===== src/rtl/mc_ctrl_pkg.sv =====
// mc_ctrl_pkg: shared state, condition, command, ALU and shifter encodings plus the control-word layout.
package mc_ctrl_pkg;

    typedef enum logic [3:0] {
        FETCH   = 4'd0,
        DECODE  = 4'd1,
        EXEC_R  = 4'd2,
        EXEC_I  = 4'd3,
        ALU_WB  = 4'd4,
        MEM_ADR = 4'd5,
        MEM_RD  = 4'd6,
        MEM_WB  = 4'd7,
        MEM_WR  = 4'd8,
        BRANCH  = 4'd9,
        STALL   = 4'd10
    } state_t;

    localparam logic [3:0] COND_EQ = 4'b0000;
    localparam logic [3:0] COND_NE = 4'b0001;
    localparam logic [3:0] COND_GE = 4'b1010;
    localparam logic [3:0] COND_LT = 4'b1011;
    localparam logic [3:0] COND_AL = 4'b1110;

    localparam logic [3:0] CMD_AND = 4'b0000;
    localparam logic [3:0] CMD_SUB = 4'b0010;
    localparam logic [3:0] CMD_ADD = 4'b0100;
    localparam logic [3:0] CMD_CMP = 4'b1010;
    localparam logic [3:0] CMD_ORR = 4'b1100;
    localparam logic [3:0] CMD_MOV = 4'b1101;

    localparam logic [2:0] ALU_ADD = 3'b000;
    localparam logic [2:0] ALU_SUB = 3'b001;
    localparam logic [2:0] ALU_AND = 3'b010;
    localparam logic [2:0] ALU_ORR = 3'b011;

    localparam logic [2:0] SHIFT_NONE = 3'b111;

    typedef struct packed {
        logic       a3_src;
        logic       adr_src;
        logic       flag_update;
        logic       ir_write;
        logic       mem_write;
        logic       pc_write;
        logic       reg_write;
        logic       wd3_src;
        logic [1:0] alu_src_a;
        logic [1:0] alu_src_b;
        logic [1:0] result_src;
        logic [1:0] reg_src;
        logic [2:0] alu_op;
        logic [2:0] shift_type;
    } ctrl_t;

    localparam ctrl_t CTRL_DEF = ctrl_t'({19'd0, SHIFT_NONE});

    function automatic logic cmd_valid(input logic [3:0] cmd);
        return cmd inside {CMD_ADD, CMD_SUB, CMD_AND, CMD_ORR, CMD_MOV, CMD_CMP};
    endfunction

    function automatic logic [2:0] alu_op_of(input logic [3:0] cmd);
        return (cmd == CMD_SUB || cmd == CMD_CMP) ? ALU_SUB :
               (cmd == CMD_AND) ? ALU_AND :
               (cmd == CMD_ORR) ? ALU_ORR : ALU_ADD;
    endfunction

endpackage


===== src/rtl/multicycle_controller_if.sv =====
// multicycle_controller_if: IR/flags from the datapath and the control word driven back to it.
interface multicycle_controller_if #(parameter int INSTR_W = 32);

    logic [INSTR_W-1:0] INSTRUCTION;
    logic [3:0]         FLAGS;
    logic               A3Src, AdrSrc, FlagUpdate, IRWrite, MemWrite, PCWrite, RegWrite, WD3Src;
    logic [1:0]         ALUSrcA, ALUSrcB, ResultSrc, RegSrc;
    logic [2:0]         ALUop, ShiftType;

    modport master (
        input  INSTRUCTION, FLAGS,
        output A3Src, AdrSrc, FlagUpdate, IRWrite, MemWrite, PCWrite, RegWrite, WD3Src,
        output ALUSrcA, ALUSrcB, ResultSrc, RegSrc, ALUop, ShiftType
    );

    modport slave (
        output INSTRUCTION, FLAGS,
        input  A3Src, AdrSrc, FlagUpdate, IRWrite, MemWrite, PCWrite, RegWrite, WD3Src,
        input  ALUSrcA, ALUSrcB, ResultSrc, RegSrc, ALUop, ShiftType
    );

endinterface


===== src/rtl/mc_cond_check.sv =====
// mc_cond_check: evaluates the instruction condition field against {N,Z,C,V}.
module mc_cond_check
    import mc_ctrl_pkg::*;
(
    input  logic [3:0] cond,
    input  logic [3:0] flags,
    output logic       pass
);

    logic n, z, v;
    logic unused_c;

    assign {n, z, unused_c, v} = flags;

    always_comb
        pass = (cond == COND_AL) ||
               (cond == COND_EQ && z) ||
               (cond == COND_NE && !z) ||
               (cond == COND_GE && n == v) ||
               (cond == COND_LT && n != v);

endmodule


===== src/rtl/multicycle_controller.sv =====
// multicycle_controller: multicycle FSM producing datapath control; optional single-step mode via MC_CTRL_STEP_EN.
module multicycle_controller
    import mc_ctrl_pkg::*;
#(
    parameter int INSTR_W = 32,
    parameter int CNT_W   = 16
) (
    input  logic                 clock,
    input  logic                 reset,
    multicycle_controller_if.master bus,
    input  logic                 step_req,
    output logic                 step_ack,
    output logic [CNT_W-1:0]     retired,
    output logic [3:0]           state_out
);

`ifdef MC_CTRL_STEP_EN
    localparam bit STEP_EN = 1'b1;
`else
    localparam bit STEP_EN = 1'b0;
`endif

    state_t             state, state_nx;
    ctrl_t              c;
    logic [INSTR_W-1:0] instr_full;
    logic [31:0]        ir;
    logic [3:0]         cmd;
    logic [1:0]         op;
    logic               imm_b, pass, is_cmp, is_mov, retire, unused_ir;

    assign instr_full = bus.INSTRUCTION;
    assign ir         = instr_full[31:0];
    assign unused_ir  = ^instr_full;
    assign op         = ir[27:26];
    assign imm_b      = ir[25];
    assign cmd        = ir[24:21];
    assign is_cmp     = cmd == CMD_CMP;
    assign is_mov     = cmd == CMD_MOV;

    mc_cond_check u_cond (
        .cond  (ir[31:28]),
        .flags (bus.FLAGS),
        .pass  (pass)
    );

    always_comb begin
        c        = CTRL_DEF;
        state_nx = state;
        retire   = 1'b0;
        case (state)
            FETCH: begin
                c.ir_write   = 1'b1;
                c.pc_write   = 1'b1;
                c.alu_src_b  = 2'b11;
                c.result_src = 2'b10;
                c.reg_src    = 2'b10;
                state_nx     = DECODE;
            end
            DECODE: begin
                retire   = !pass || op == 2'b11 || (op == 2'b00 && !cmd_valid(cmd));
                state_nx = op == 2'b00 ? (imm_b ? EXEC_I : EXEC_R) :
                           op == 2'b01 ? MEM_ADR : BRANCH;
            end
            EXEC_I, EXEC_R: begin
                c.alu_src_a   = is_mov ? 2'b10 : 2'b00;
                c.alu_src_b   = state == EXEC_I ? 2'b01 : 2'b00;
                c.shift_type  = state == EXEC_I ? SHIFT_NONE : ir[6:4];
                c.alu_op      = alu_op_of(cmd);
                c.flag_update = ir[20] || is_cmp;
                retire        = is_cmp;
                state_nx      = ALU_WB;
            end
            ALU_WB: begin
                c.reg_write = 1'b1;
                c.alu_src_a = 2'b01;
                retire      = 1'b1;
            end
            MEM_ADR: begin
                c.alu_src_b = 2'b01;
                state_nx    = cmd[0] ? MEM_RD : MEM_WR;
            end
            MEM_RD: begin
                c.adr_src = 1'b1;
                state_nx  = MEM_WB;
            end
            MEM_WB: begin
                c.reg_write  = 1'b1;
                c.result_src = 2'b01;
                retire       = 1'b1;
            end
            MEM_WR: begin
                c.adr_src   = 1'b1;
                c.mem_write = 1'b1;
                retire      = 1'b1;
            end
            BRANCH: begin
                c.pc_write  = 1'b1;
                c.alu_src_a = 2'b10;
                c.alu_src_b = 2'b01;
                c.a3_src    = imm_b;
                retire      = 1'b1;
            end
            STALL:   state_nx = (STEP_EN && !step_req) ? STALL : FETCH;
            default: state_nx = FETCH;
        endcase
        // a held step_req chains straight into the next fetch without parking in STALL
        if (retire)
            state_nx = (STEP_EN && !step_req) ? STALL : FETCH;
    end

    assign {bus.A3Src, bus.AdrSrc, bus.FlagUpdate, bus.IRWrite, bus.MemWrite, bus.PCWrite,
            bus.RegWrite, bus.WD3Src, bus.ALUSrcA, bus.ALUSrcB, bus.ResultSrc, bus.RegSrc,
            bus.ALUop, bus.ShiftType} = reset ? CTRL_DEF : c;

    assign step_ack  = STEP_EN && retire && !reset;
    assign state_out = state;

    always_ff @(posedge clock) begin
        if (reset) begin
            state   <= FETCH;
            retired <= '0;
        end else begin
            state <= state_nx;
            if (retire)
                retired <= retired + CNT_W'(1);
        end
    end

endmodule


===== src/flat_wrapper.sv =====
// flat-port wrapper written by rule: the top's interface ports become plain ports
module multicycle_controller_flat import mc_ctrl_pkg::*;
#(
    parameter int INSTR_W = 32,
    parameter int CNT_W   = 16
)
  (clock, reset, step_req, step_ack, retired, state_out, bus_INSTRUCTION, bus_FLAGS, bus_A3Src, bus_AdrSrc, bus_FlagUpdate, bus_IRWrite, bus_MemWrite, bus_PCWrite, bus_RegWrite, bus_WD3Src, bus_ALUSrcA, bus_ALUSrcB, bus_ResultSrc, bus_RegSrc, bus_ALUop, bus_ShiftType);
  multicycle_controller_if #(.INSTR_W(INSTR_W)) bus_i ();
  input  logic clock;
  input  logic reset;
  input  logic step_req;
  output logic step_ack;
  output logic [CNT_W-1:0] retired;
  output logic [3:0] state_out;
  input wire logic [$bits(bus_i.INSTRUCTION)-1:0] bus_INSTRUCTION;
  input wire logic [$bits(bus_i.FLAGS)-1:0] bus_FLAGS;
  output wire logic [$bits(bus_i.A3Src)-1:0] bus_A3Src;
  output wire logic [$bits(bus_i.AdrSrc)-1:0] bus_AdrSrc;
  output wire logic [$bits(bus_i.FlagUpdate)-1:0] bus_FlagUpdate;
  output wire logic [$bits(bus_i.IRWrite)-1:0] bus_IRWrite;
  output wire logic [$bits(bus_i.MemWrite)-1:0] bus_MemWrite;
  output wire logic [$bits(bus_i.PCWrite)-1:0] bus_PCWrite;
  output wire logic [$bits(bus_i.RegWrite)-1:0] bus_RegWrite;
  output wire logic [$bits(bus_i.WD3Src)-1:0] bus_WD3Src;
  output wire logic [$bits(bus_i.ALUSrcA)-1:0] bus_ALUSrcA;
  output wire logic [$bits(bus_i.ALUSrcB)-1:0] bus_ALUSrcB;
  output wire logic [$bits(bus_i.ResultSrc)-1:0] bus_ResultSrc;
  output wire logic [$bits(bus_i.RegSrc)-1:0] bus_RegSrc;
  output wire logic [$bits(bus_i.ALUop)-1:0] bus_ALUop;
  output wire logic [$bits(bus_i.ShiftType)-1:0] bus_ShiftType;
  assign bus_i.INSTRUCTION = bus_INSTRUCTION;
  assign bus_i.FLAGS = bus_FLAGS;
  assign bus_A3Src = bus_i.A3Src;
  assign bus_AdrSrc = bus_i.AdrSrc;
  assign bus_FlagUpdate = bus_i.FlagUpdate;
  assign bus_IRWrite = bus_i.IRWrite;
  assign bus_MemWrite = bus_i.MemWrite;
  assign bus_PCWrite = bus_i.PCWrite;
  assign bus_RegWrite = bus_i.RegWrite;
  assign bus_WD3Src = bus_i.WD3Src;
  assign bus_ALUSrcA = bus_i.ALUSrcA;
  assign bus_ALUSrcB = bus_i.ALUSrcB;
  assign bus_ResultSrc = bus_i.ResultSrc;
  assign bus_RegSrc = bus_i.RegSrc;
  assign bus_ALUop = bus_i.ALUop;
  assign bus_ShiftType = bus_i.ShiftType;
  multicycle_controller #(.INSTR_W(INSTR_W), .CNT_W(CNT_W)) u_core (.clock(clock), .reset(reset), .bus(bus_i), .step_req(step_req), .step_ack(step_ack), .retired(retired), .state_out(state_out));
endmodule

===== config.mk =====
export PLATFORM = sky130hd
export DESIGN_NAME = multicycle_controller_flat
export DESIGN_NICKNAME = d
export VERILOG_FILES = /design/src/rtl/mc_ctrl_pkg.sv /design/src/rtl/multicycle_controller_if.sv /design/src/rtl/mc_cond_check.sv /design/src/rtl/multicycle_controller.sv /design/src/flat_wrapper.sv
export SDC_FILE = /design/constraint.sdc
export NUM_CORES = 1
export LEC_CHECK = 0
export CAP_MARGIN = 10
export CORE_ASPECT_RATIO = 0.75
export CORE_UTILIZATION = 42
export CTS_CLUSTER_DIAMETER = 50
export CTS_CLUSTER_SIZE = 30
export DETAILED_ROUTE_END_ITERATION = 10
export PLACE_DENSITY = 0.83
export SYNTH_ARGS = -nofsm -noshare
export SYNTH_HDL_FRONTEND = slang
export SYNTH_SLANG_ARGS = --single-unit
export TNS_END_PERCENT = 50

===== constraint.sdc =====
create_clock -name clock -period 4.2 [get_ports clock]
set_clock_uncertainty 0.2 [all_clocks]
set_input_delay 1.05 -clock clock [delete_from_list [all_inputs] [get_ports clock]]
set_output_delay 1.05 -clock clock [all_outputs]
set_load 0.01 [all_outputs]

==> impl_metrics.tcl, run 1 <==
set metrics [dict create \
    rsz0062_at_grt "false" \
    worstPathCellList "clkdlybuf4s50_1, nand2_1, o32a_1, nor3_1, clkdlybuf4s50_1" \
    cap_viol_max_count 0 \
    p_leak_uw 0.000716 \
    clkSinkCount 20 \
    slowest_stage "clkdlybuf4s50_1" \
    hold_buffers 0 \
    io_pins 82 \
    synth_edf_count 0 \
    cts_tree "built" \
    finalSetupTns_ns 0 \
    grt_use_total_pct 21.0 \
    die_area_um2 3750 \
    via_count 1583 \
    crit_type "in -> out" \
    path_max_fanout 5 \
    grt_pass1_vias 1320 \
    synthDistinctLibCells 45 \
    drcViolationCount 0 \
    status "completed" \
    antenna_found_initial 0 \
    syn_area_um2 1470 \
    period_share_pct 96.7 \
    cp-end-kind "output pin" \
    yosys_warnings 0 \
    h-tree-depth 1 \
    grt_pass1_wl_mm 6.23 \
    worst_r2r_path_depth 6 \
    grt_max_degree 25 \
    relSlewSlack_pct 40.9 \
    wirelength_mm 3.86 \
    path_clk_slew_ns 0.07 \
    overflow 0 \
    synth_commonest_cells "or3_1, a21oi_1, dfxtp_1" \
    async_flop_share_pct 0 \
    post_cts.repair.setup_buffers 0 \
    nets 291 \
    core_area_um2 3310 \
    gp_congestion 0.892 \
    die_w_um 70.4 \
    crit_required_ns 2.95 \
    cts_buffers 3 \
    ys_ff_latch 20 \
    netlist_top_cells_area "dfxtp_1, or3_1, a21oi_1" \
    slew_violations 0 \
    syn_avg_cell_area_um2 7.37 \
    r2r_slack_ns 1.20 \
    peakVddDrop_mv 0.307 \
    die_h_um 53.3 \
    clk_latency_ns 0.26 \
    ys_seq_area_share_pct 27.2 \
    wl_per_cell_um 13.3 \
    fin_util_pct 63.6 \
    drive_gt1_share_pct 6.00 \
    critPathMaxStageDelay_ns 0.59 \
    yosys.area.top_type_share_pct 27.2 \
    cts_resized 0 \
    cts_buffer_depth 2 \
    setup_ws_ns 0.138 \
    max_clock_freq_mhz 246 \
    cts_root_buffer "clkbuf_8" \
    ant_nets 0 \
    reg2reg_to "u_core.retired[13]$_SDFFE_PP0P_" \
    start_util_pct 44.5 \
    worst_pin_slew_ns 0.881 \
    syn_to_final_growth_pct 42.9 \
    synth_top_area_cell "dfxtp_1" \
    numPortBuffers 58 \
    hpwl_mm 2.83 \
    setup_violations 0 \
    finalCriticalPeriod_ns 4.06 \
    finalHoldViolCount 0 \
    drt-vias-per-instance 5.46 \
    cp.arrival_ns 2.81 \
    first_iter_violations 104 \
    syn_inst 200 \
    rows 18 \
    dpl_worst_slack_ns 0.161 \
    critPathCapture "bus_ALUSrcA[1]" \
    hp-class "reg -> reg" \
    cp-start-kind "primary input" \
    antenna_cells 0 \
    timing.rr.start "u_core.state_out[0]$_SDFFE_PP0N_" \
    cp-startpoint "bus_INSTRUCTION[24]" \
    firstDrtPassIters 4 \
    path_common_cell "clkdlybuf4s50_1" \
    synth_ff_type "dfxtp_1" \
    synth_most_common_cell "or3_1" \
    powerDensity_nw_per_um2 405 \
]
==> area by class of cell <==
type,instances,area (µm²)
clock buffer,3,41.3
clock inverter,1,30.0
fill,302,1200
inverter,3,11.3
multi-input combinational,160,955
sequential,20,400
tap,40,50.0
timing repair buffer,63,618
==> registers in the layout, indices dropped and copies added (netlist names) <==
name,cells
u_core.retired,16
u_core.state_out,4
==> cell usage in the layout (no fill, tap or decap), types with 4 or more instances in the layout <==
cell and count:
a21oi_1 20, buf_4 5, clkdlybuf4s50_1 58, conb_1 4
dfxtp_1 20, nand2_1 17, nand2b_1 5, nand3_1 7
nand4_1 6, nor2_1 11, nor3_1 8, nor4_1 5
o21ai_0 14, or3_1 21, xor2_1 4
==> power by group <==
group	internal, µW	switching, µW
combinational	200	207
sequential	206	48.3
clock	127	65.4
total	533	320
==> cells by family (layout without fill, tap and decap cells) <==
kind of cell	after synthesis	in the layout	share of synthesized area, %
AOI/OAI and AO/OA	51	51	21.8
adders and majority gates	1	1	0.849
DFF	20	20	27.2
buffers and inverters	23	70	8.83
muxes	3	3	2.21
xor gates and xnor gates	7	7	4.16
other	1	4	0.254
and+or+nand+nor	94	94	34.7
==> worst min-delay path by stage <==
stage	start	end	cells past startpoint
final	u_core.retired[15]$_SDFFE_PP0P_	u_core.retired[15]$_SDFFE_PP0P_	2
after global routing	u_core.retired[15]$_SDFFE_PP0P_	u_core.retired[15]$_SDFFE_PP0P_	2
after CTS	u_core.retired[15]$_SDFFE_PP0P_	u_core.retired[15]$_SDFFE_PP0P_	2
after detailed placement	u_core.retired[15]$_SDFFE_PP0P_	u_core.retired[15]$_SDFFE_PP0P_	2
after global placement	u_core.retired[15]$_SDFFE_PP0P_	u_core.retired[15]$_SDFFE_PP0P_	2
after floorplan	u_core.retired[15]$_SDFFE_PP0P_	u_core.retired[15]$_SDFFE_PP0P_	2
==> layer usage <==
layer	GRT usage (%)	up-vias	wire [µm]	share of wire (%)
li1	-	830	-	-
met1	31.3	720	2050	53
met2	31.0	31	1630	42
met3	4.76	2	173	4.5
met4	2.67	0	9	0.23
met5	0	-	0	0
==> metrics by stage <==
step / std cells / total power, µW / instance area (µm²) / hold WS, ns
after floorplan: 203 / 547 / 1490 / 0.302
after global routing: 290 / 904 / 2110 / 0.329
after detailed placement: 286 / 660 / 2030 / 0.283
after CTS: 290 / 853 / 2110 / 0.294
final: 290 / 854 / 2110 / 0.296
after global placement: 286 / 654 / 2030 / 0.273
==> critical path: cells and delay by family <==
kind	cells	cell delay (ns)
and+or+nand+nor	2	0.28
AOI/OAI and AO/OA	1	0.34
buffers and inverters	2	1.14
(Power assumes the default switching activity.)
==> run 2: changes to the inputs <==
- CORE_ASPECT_RATIO: 0.75 -> 1.25
==> run 2 against run 1 <==
- wire length fell by 3.5%
- register-to-register slack hardly changed
- power grew 3.0%
- clock-buffer cell count unchanged
- sequential power rose by 2%
- clock power barely moved
- combinational power is 4.9% higher
- die area is essentially flat
- fmax decreased by 0.16%
- critical endpoint is now bus_ALUop[1]
- largest cell class unchanged
==> impl_metrics.tcl, run 2 (same netlist as run 1, synthesis figures left out) <==
set metrics [dict create \
    antenna_cells 0 \
    cp_num_cells 4 \
    die_area_um2 3750 \
    critPathCapture "bus_ALUop[1]" \
    path_max_fanout 6 \
    numPortBuffers 58 \
    post_cts.repair.setup_buffers 0 \
    grtUsageMet1_pct 24.6 \
    first_iter_violations 39 \
    cts_resized 0 \
    drive_gt1_share_pct 6.00 \
    cp.arrival_ns 2.82 \
    via_count 1635 \
    crit_type "in -> out" \
    period_share_pct 96.9 \
    grt_pass1_vias 1434 \
    die_w_um 55.0 \
    finalHoldViolCount 0 \
    crit_required_ns 2.95 \
    antenna_found_initial 0 \
    h-tree-depth 1 \
    overflow 0 \
    cp-end-kind "output pin" \
    grt_use_total_pct 21.9 \
    slowest_stage "clkdlybuf4s50_1" \
    start_util_pct 44.9 \
    setup_violations 0 \
    setup_ws_ns 0.132 \
    p_seq_share_pct 29.6 \
    grt_max_degree 31 \
    path_common_cell "clkdlybuf4s50_1" \
    critPathMaxStageDelay_ns 0.59 \
    cts_root_buffer "clkbuf_8" \
    ant_nets 0 \
    slew_violations 0 \
    cts_buffers 3 \
    cp-startpoint "reset" \
    gr-usage-met3_pct 5.11 \
    reg2reg_to "u_core.retired[15]$_SDFFE_PP0P_" \
    cts_tree "built" \
    p_leak_uw 0.000726 \
    wirelength_mm 3.73 \
    io_pins 82 \
    dpl_worst_slack_ns 0.145 \
    whs_ns 0.309 \
    rsz0062_at_grt "false" \
    clkPwrFrac_pct 22.0 \
    largest_register_ffs 16 \
    relSlewSlack_pct 41.7 \
    hpwl_mm 2.68 \
    hold_buffers 0 \
    layout_commonest_cell "clkdlybuf4s50_1" \
    nets 291 \
    syn_to_final_growth_pct 44.3 \
    cts_buffer_depth 2 \
    drt-vias-per-instance 5.70 \
    finalSetupTns_ns 0 \
    cp-start-kind "primary input" \
    die_h_um 68.2 \
    internal_power_uw 554 \
    top_usage_layer "met2" \
    r2r_slack_ns 1.19 \
    use_met2_pct 38.4 \
    final_cell_mix "clkdlybuf4s50_1, or3_1, a21oi_1, dfxtp_1, nand2_1" \
    peakVddDrop_mv 0.257 \
    powerDensity_nw_per_um2 414 \
    crit_family "buffers and inverters" \
    top_register "u_core.retired" \
    firstDrtPassIters 4 \
    p_comb_share_pct 48.4 \
    net-switching-power_uw 326 \
    worst_r2r_path_depth 6 \
    worst_pin_slew_ns 0.869 \
    crit_buf_inv 2 \
    fin_util_pct 64.8 \
    hp-class "reg -> reg" \
    core_area_um2 3280 \
    finalCriticalPeriod_ns 4.07 \
    drcViolationCount 0 \
    max_clock_freq_mhz 246 \
    rows 23 \
    status "completed" \
    clk_latency_ns 0.26 \
    timing.rr.start "u_core.state_out[0]$_SDFFE_PP0N_" \
    path_clk_slew_ns 0.08 \
    worstPathCellList "clkdlybuf4s50_1, or3_1, nor4_1, clkdlybuf4s50_1" \
    wl_per_cell_um 13.0 \
    switching_share_pct 37.1 \
    cap_viol_max_count 0 \
    clkSinkCount 20 \
    gp_congestion 0.877 \
    grt_pass1_wl_mm 6.05 \
]
run 2: worst min path at each step:
stage / from / end / cells after the start
after floorplan: u_core.retired[15]$_SDFFE_PP0P_ / u_core.retired[15]$_SDFFE_PP0P_ / 2
after global placement: u_core.retired[15]$_SDFFE_PP0P_ / u_core.retired[15]$_SDFFE_PP0P_ / 2
after detailed placement: u_core.retired[13]$_SDFFE_PP0P_ / u_core.retired[13]$_SDFFE_PP0P_ / 2
after CTS: u_core.retired[15]$_SDFFE_PP0P_ / u_core.retired[15]$_SDFFE_PP0P_ / 2
after global routing: u_core.retired[15]$_SDFFE_PP0P_ / u_core.retired[15]$_SDFFE_PP0P_ / 2
final: u_core.retired[13]$_SDFFE_PP0P_ / u_core.retired[13]$_SDFFE_PP0P_ / 2
run 2: worst reg2reg max path, delay by kind of cell, from the launching register on:
kind	cells	cell delay (ns)
AO/OA/AOI/OAI	3	1.10
flip-flops	1	0.85
AND/OR/NAND/NOR	2	0.57
buffers and inverters	1	0.24
run 2: routing by layer:
layer,vias to the layer above,wire [µm]
met5,-,0
met4,0,63
met3,8,212
met2,63,1860
met1,735,1590
li1,829,-
run 2: area by class of cell:
cell class / instances / area [µm²]
clock buffer: 3 / 41.3
clock inverter: 1 / 30.0
fill: 303 / 1150
inverter: 3 / 11.3
multi-input combinational: 160 / 955
sequential: 20 / 400
tap: 37 / 46.3
timing repair buffer: 63 / 643
run 2: metrics by stage:
stage / cell area (µm²) / instances / total power (µW)
3_3_place_gp: 2060 / 283 / 683
5_1_grt: 2130 / 287 / 934
6_report: 2130 / 287 / 880
2_1_floorplan: 1490 / 203 / 547
4_1_cts: 2130 / 287 / 884
3_5_place_dp: 2060 / 283 / 685
run 2: power groups by stage:
stage / combinational (µW) / clock [µW] / sequential, µW
3_3_place_gp: 419 / 0 / 264
3_5_place_dp: 423 / 0 / 262
5_1_grt: 462 / 205 / 267
2_1_floorplan: 312 / 0 / 235
6_report: 426 / 193 / 260
4_1_cts: 427 / 198 / 259
